### config.mk
export PLATFORM = sky130hd
export DESIGN_NAME = clkdiv_multi
export DESIGN_NICKNAME = d
export VERILOG_FILES = /design/src/rtl/clkdiv_multi.sv
export SDC_FILE = /design/constraint.sdc
export NUM_CORES = 1
export LEC_CHECK = 0
export ABC_AREA = 1
export CORE_MARGIN = 2
export CORE_UTILIZATION = 45
export CTS_BUF_LIST = sky130_fd_sc_hd__clkbuf_4 sky130_fd_sc_hd__clkbuf_8
export DETAILED_ROUTE_END_ITERATION = 8
export PLACE_DENSITY = 0.63
export SLEW_MARGIN = 40
export SYNTH_ARGS = -nofsm -noshare
export SYNTH_HDL_FRONTEND = slang
export SYNTH_SLANG_ARGS = --single-unit
### constraint.sdc
create_clock -name clk -period 2.7 [get_ports clk]
set_input_delay 0.54 -clock clk [delete_from_list [all_inputs] [get_ports clk]]
set_output_delay 0.54 -clock clk [all_outputs]
set_load 0.1 [all_outputs]
### src/rtl/clkdiv_multi.sv
// clkdiv_multi: per-channel tick / square-wave generator with runtime divisor changes applied at wrap boundaries.
// Build option CLKDIV_PHASE_EN adds cfg_phase, the start count loaded when a new divisor is applied.
module clkdiv_multi #(
  parameter int CHANNELS    = 2,
  parameter int DIV_W       = 16,
  parameter int DEFAULT_DIV = 120,
  parameter int LOCK_CYCLES = 16,
  localparam int CH_W       = (CHANNELS > 1) ? $clog2(CHANNELS) : 1
) (
  input  logic                clk,
  input  logic                reset,
  input  logic                cfg_valid,
  output logic                cfg_ready,
  input  logic [CH_W-1:0]     cfg_chan,
  input  logic [DIV_W-1:0]    cfg_div,
`ifdef CLKDIV_PHASE_EN
  input  logic [DIV_W-1:0]    cfg_phase,
`endif
  output logic [CHANNELS-1:0] tick,
  output logic [CHANNELS-1:0] clk_out,
  output logic                locked
);

  localparam int               LCK_W   = $clog2(LOCK_CYCLES + 1);
  localparam logic [DIV_W-1:0] ONE     = DIV_W'(1);
  localparam logic [DIV_W-1:0] DIV_RST = DIV_W'(DEFAULT_DIV);

  typedef enum logic [1:0] {LOCKING, IDLE, PENDING} state_e;

  state_e              state_q, state_d;
  logic [LCK_W-1:0]    lock_cnt_q, lock_cnt_d;
  logic                locked_q, locked_d;
  logic                cfg_ready_q, cfg_ready_d;
  logic [CH_W-1:0]     pend_chan_q, pend_chan_d;
  logic [DIV_W-1:0]    pend_div_q, pend_div_d;
  logic [DIV_W-1:0]    start_val;

  logic [DIV_W-1:0]    cnt_q [CHANNELS];
  logic [DIV_W-1:0]    cnt_d [CHANNELS];
  logic [DIV_W-1:0]    div_q [CHANNELS];
  logic [DIV_W-1:0]    div_d [CHANNELS];
  logic [CHANNELS-1:0] tick_q, tick_d;
  logic [CHANNELS-1:0] clk_out_q, clk_out_d;
  logic [CHANNELS-1:0] wrap, apply;

`ifdef CLKDIV_PHASE_EN
  logic [DIV_W-1:0]    pend_phase_q, pend_phase_d;

  assign start_val = (pend_phase_q < pend_div_q) ? pend_phase_q : pend_div_q - ONE;
`else
  assign start_val = '0;
`endif

  // A pending change only lands on its own channel's wrap, so the period never tears mid-cycle.
  always_comb begin
    wrap  = '0;
    apply = '0;
    for (int unsigned i = 0; i < CHANNELS; i++) begin
      wrap[i]  = (cnt_q[i] == div_q[i] - ONE);
      apply[i] = (state_q == PENDING) && (pend_chan_q == CH_W'(i)) && wrap[i];
    end
  end

  always_comb begin
    tick_d    = '0;
    clk_out_d = '0;
    for (int unsigned i = 0; i < CHANNELS; i++) begin
      cnt_d[i]     = wrap[i] ? '0 : cnt_q[i] + ONE;
      div_d[i]     = div_q[i];
      tick_d[i]    = wrap[i];
      clk_out_d[i] = cnt_q[i] < ((div_q[i] >> 1) + DIV_W'(div_q[i][0]));
      if (apply[i]) begin
        div_d[i] = pend_div_q;
        cnt_d[i] = start_val;
      end
    end
  end

  always_comb begin
    state_d     = state_q;
    lock_cnt_d  = lock_cnt_q;
    pend_chan_d = pend_chan_q;
    pend_div_d  = pend_div_q;
`ifdef CLKDIV_PHASE_EN
    pend_phase_d = pend_phase_q;
`endif
    unique case (state_q)
      LOCKING: begin
        if (lock_cnt_q == LCK_W'(LOCK_CYCLES)) state_d = IDLE;
        else                                   lock_cnt_d = lock_cnt_q + LCK_W'(1);
      end
      IDLE: begin
        if (cfg_valid && cfg_ready_q && (int'(cfg_chan) < CHANNELS)) begin
          state_d     = PENDING;
          pend_chan_d = cfg_chan;
          pend_div_d  = (cfg_div == '0) ? ONE : cfg_div;
`ifdef CLKDIV_PHASE_EN
          pend_phase_d = cfg_phase;
`endif
        end
      end
      PENDING: begin
        if (|apply) begin
          state_d    = LOCKING;
          lock_cnt_d = '0;
        end
      end
      default: state_d = LOCKING;
    endcase
    // Outputs are registered from the next state so ready/locked drop right after the accepting edge.
    locked_d    = (state_d == IDLE);
    cfg_ready_d = (state_d == IDLE);
  end

  always_ff @(posedge clk or negedge reset) begin
    if (!reset) begin
      state_q     <= LOCKING;
      lock_cnt_q  <= '0;
      locked_q    <= 1'b0;
      cfg_ready_q <= 1'b0;
      pend_chan_q <= '0;
      pend_div_q  <= ONE;
`ifdef CLKDIV_PHASE_EN
      pend_phase_q <= '0;
`endif
      tick_q      <= '0;
      clk_out_q   <= '0;
      for (int unsigned i = 0; i < CHANNELS; i++) begin
        cnt_q[i] <= '0;
        div_q[i] <= DIV_RST;
      end
    end else begin
      state_q     <= state_d;
      lock_cnt_q  <= lock_cnt_d;
      locked_q    <= locked_d;
      cfg_ready_q <= cfg_ready_d;
      pend_chan_q <= pend_chan_d;
      pend_div_q  <= pend_div_d;
`ifdef CLKDIV_PHASE_EN
      pend_phase_q <= pend_phase_d;
`endif
      tick_q      <= tick_d;
      clk_out_q   <= clk_out_d;
      for (int unsigned i = 0; i < CHANNELS; i++) begin
        cnt_q[i] <= cnt_d[i];
        div_q[i] <= div_d[i];
      end
    end
  end

  assign tick      = tick_q;
  assign clk_out   = clk_out_q;
  assign locked    = locked_q;
  assign cfg_ready = cfg_ready_q;

endmodule

==> results.json <==
{
  "start_kind": "flop",
  "syn_area_mm2": 0.00676,
  "synth_fa_ha_area_frac": 0.0740,
  "fin_skew_ns": 0.0175,
  "synth-edff-count": 0,
  "p_switching_w": 0.00113,
  "synth_top_family_by_area": "simple AND/OR/NAND/NOR gates",
  "antenna_left": 0,
  "grt.total_usage": 0.204,
  "io_buffers": 25,
  "pwr-share-comb": 0.173,
  "num_vias": 5883,
  "dp_cells": 1144,
  "finalSetupViolCount": 0,
  "syn_avg_cell_area_um2": 7.18,
  "layout_common_cells": "236 x nand2_1, 111 x inv_1, 109 x nor2_1",
  "drive_gt1_frac": 0.109,
  "fp.dieH_um": 127,
  "crit_path_end_kind": "flop",
  "fp-row-count": 44,
  "fin_crit_sh": 0.920,
  "r2r-end": "clk_out[1]",
  "cts_max_level": 3,
  "tightest_slew_ns": 0.520,
  "die_w_um": 127,
  "synth.area.top_cells": "dfrtp_1 31%, nand2_1 13%, ha_1 7.4%",
  "synthSimpleGateAreaFrac": 0.337,
  "synth_warnings": 0,
  "postCtsHoldBufs": 0,
  "slew_headroom": 0.652,
  "seqPwrFrac": 0.508,
  "criticalPathCategory": "flop to flop",
  "synthArstFlopShare": 1.00,
  "synthFlopType": "dfrtp_1",
  "viasPerCell": 5.05,
  "layout.cells.non_filler": 1164,
  "synth.distinct_cells": 40,
  "r2r_start": "div_q[1]",
  "yosys-mux-area-fraction": 0,
  "place_hpwl_um": 12500,
  "power.internal_w": 0.00224,
  "crit_arrival_ns": 2.76,
  "dr.pass1.iters": 5,
  "fin_nets": 1035,
  "yosysSeqAreaShare": 0.346,
  "path_clk_slew_ns": 0.12,
  "power_density_mw_per_mm2": 443,
  "grt_max_degree": 64,
  "netlist.area_leader.share": 0.311,
  "clkPwrFrac": 0.319,
  "overflow": 0,
  "finalMaxSlewViolations": 0,
  "synth_compound_area_frac": 0.0749,
  "antenna_found_initial": 0,
  "fin_tns_setup_ns": 0,
  "gp_routability_congestion": 0.924,
  "drt_iter0_drc": 427,
  "worst_skew_pair.late_latency_ns": 0.39,
  "cts_buffers": 9,
  "r2r_cells": 14,
  "io_pins": 26,
  "synth-xor-area-share": 0.0816,
  "diodes": 0,
  "ys_ff_latch": 93,
  "final_common_cell": "nand2_1",
  "r2r_setup_slack_ns": 0.22,
  "peakVddDrop_mv": 0.530,
  "netlist_instances": 942,
  "drc_errors": 0,
  "dieArea_mm2": 0.0160,
  "wl_um": 15900,
  "start_util": 0.464,
  "critical_path_required_ns": 2.98,
  "synth_nets": 1002,
  "cts-root-buf": "clkbuf_8",
  "cts_tree": "yes",
  "leakagePower_nw": 3.76,
  "grt_pass1_wl_um": 26400,
  "holdCritPathClass": "primary input to asynchronous set/reset pin",
  "clock_sinks": 93,
  "fin_crit_ns": 2.48,
  "first_global_vias": 5255,
  "post_drt_wl_per_cell_um": 13.6,
  "setup_slack_ns": 0.217,
  "outcome": "finished, final reports clean",
  "place_ws_ns": 0.0538,
  "core_mm2": 0.0146,
  "fmax_mhz": 403,
  "hold_viol_final": 0,
  "synth_top_area_cell": "dfrtp_1",
  "cts_buffer_depth": 2,
  "crit_fanout": 2,
  "max-cap-violations": 0,
  "area_growth_pct": 12.4,
  "sw_frac_of_total": 0.335
}
## metrics by stage
| stage | cell area (µm²) | total power [W] | util | hold WS (ns) |
|---|---|---|---|---|
| after global placement | 7250 | 0.00232 | 0.497 | 0.488 |
| after global routing | 7600 | 0.00356 | 0.521 | 0.138 |
| after detailed placement | 7250 | 0.00233 | 0.497 | 0.489 |
| after CTS | 7470 | 0.00340 | 0.512 | 0.110 |
| after floorplan | 6760 | 0.00209 | - | 0.244 |
| final | 7600 | 0.00337 | 0.521 | 0.104 |
## critical path, cell delays in order, from the launching register on
cell	delay [ns]
dfrtp_1	0.41
ha_4	0.17
ha_1	0.18
nand3_1	0.14
nor2_2	0.13
nand4_1	0.13
nor2_1	0.12
nand2_1	0.09
nor3_2	0.17
nand2_1	0.09
xor2_1	0.15
ha_1	0.29
nand4_1	0.10
a21oi_1	0.15
nor2_1	0.05
## cells by family (layout without fill, tap and decap cells)
| kind of cell | Yosys count | after routing |
|---|---|---|
| compound gates | 91 | 91 |
| xor+xnor | 63 | 63 |
| fa+ha+maj | 40 | 40 |
| buf+inv | 142 | 180 |
| flops | 93 | 93 |
| simple gates | 513 | 513 |
## synth_stat cells (15+ instances only)
| master | instances |
|---|---|
| buf_2 | 15 |
| dfrtp_1 | 84 |
| xnor2_1 | 18 |
| o21ai_0 | 37 |
| nor3_1 | 23 |
| nand4_1 | 25 |
| ha_1 | 40 |
| a21oi_1 | 27 |
| xor2_1 | 45 |
| inv_1 | 111 |
| nand2_1 | 236 |
| nor2_1 | 112 |
| nand3_1 | 72 |
## area by class of cell
type | instances | area, µm²
Sequential cell | 93 | 2340
Tap cell | 184 | 230
Clock inverter | 7 | 100
Inverter | 111 | 417
Multi-Input combinational cell | 707 | 3940
Timing Repair Buffer | 53 | 455
Fill cell | 1431 | 6980
Clock buffer | 9 | 124
## registers in the layout, summed over array words and instances (netlist names)
| name | cells |
|---|---|
| lock_cnt_q | 5 |
| div_q | 32 |
| cnt_q | 32 |
| tick | 2 |
| pend_chan_q | 1 |
| clk_out | 2 |
| cfg_ready | 1 |
| state_q | 2 |
| pend_div_q | 16 |
## metal layers
layer / global-route usage / wire length, µm / vias up
met3: 0.0207 / 487 / 18
met1: 0.317 / 8230 / 2669
li1: - / - / 3093
met5: 0 / 0 / -
met2: 0.295 / 6870 / 103
met4: 0.0679 / 291 / 0
## power groups by stage
stage | sequential, W | combinational [W] | clock, W
after floorplan | 0.00172 | 0.000372 | 0
after global placement | 0.00173 | 0.000587 | 0
after detailed placement | 0.00173 | 0.000597 | 0
after CTS | 0.00171 | 0.000597 | 0.00110
after global routing | 0.00173 | 0.000672 | 0.00115
final | 0.00171 | 0.000583 | 0.00107
## worst max-delay path by stage
stage / start / to / slack, ns / cells past startpoint
CTS: div_q[16] / clk_out[0] / 0.04 / 15
detailed placement: div_q[16] / clk_out[0] / 0.05 / 13
floorplan: div_q[3] / clk_out[1] / 0.13 / 14
global placement: div_q[0] / clk_out[1] / 0.12 / 16
global route: div_q[0] / clk_out[1] / -0.01 / 14
finish: div_q[1] / clk_out[1] / 0.22 / 14
## what timing repair did
action	CTS	global route
resized for setup	0	23
setup endpoints to repair	0	4
setup buffers	0	4
Power figures use the tool's default switching activity.
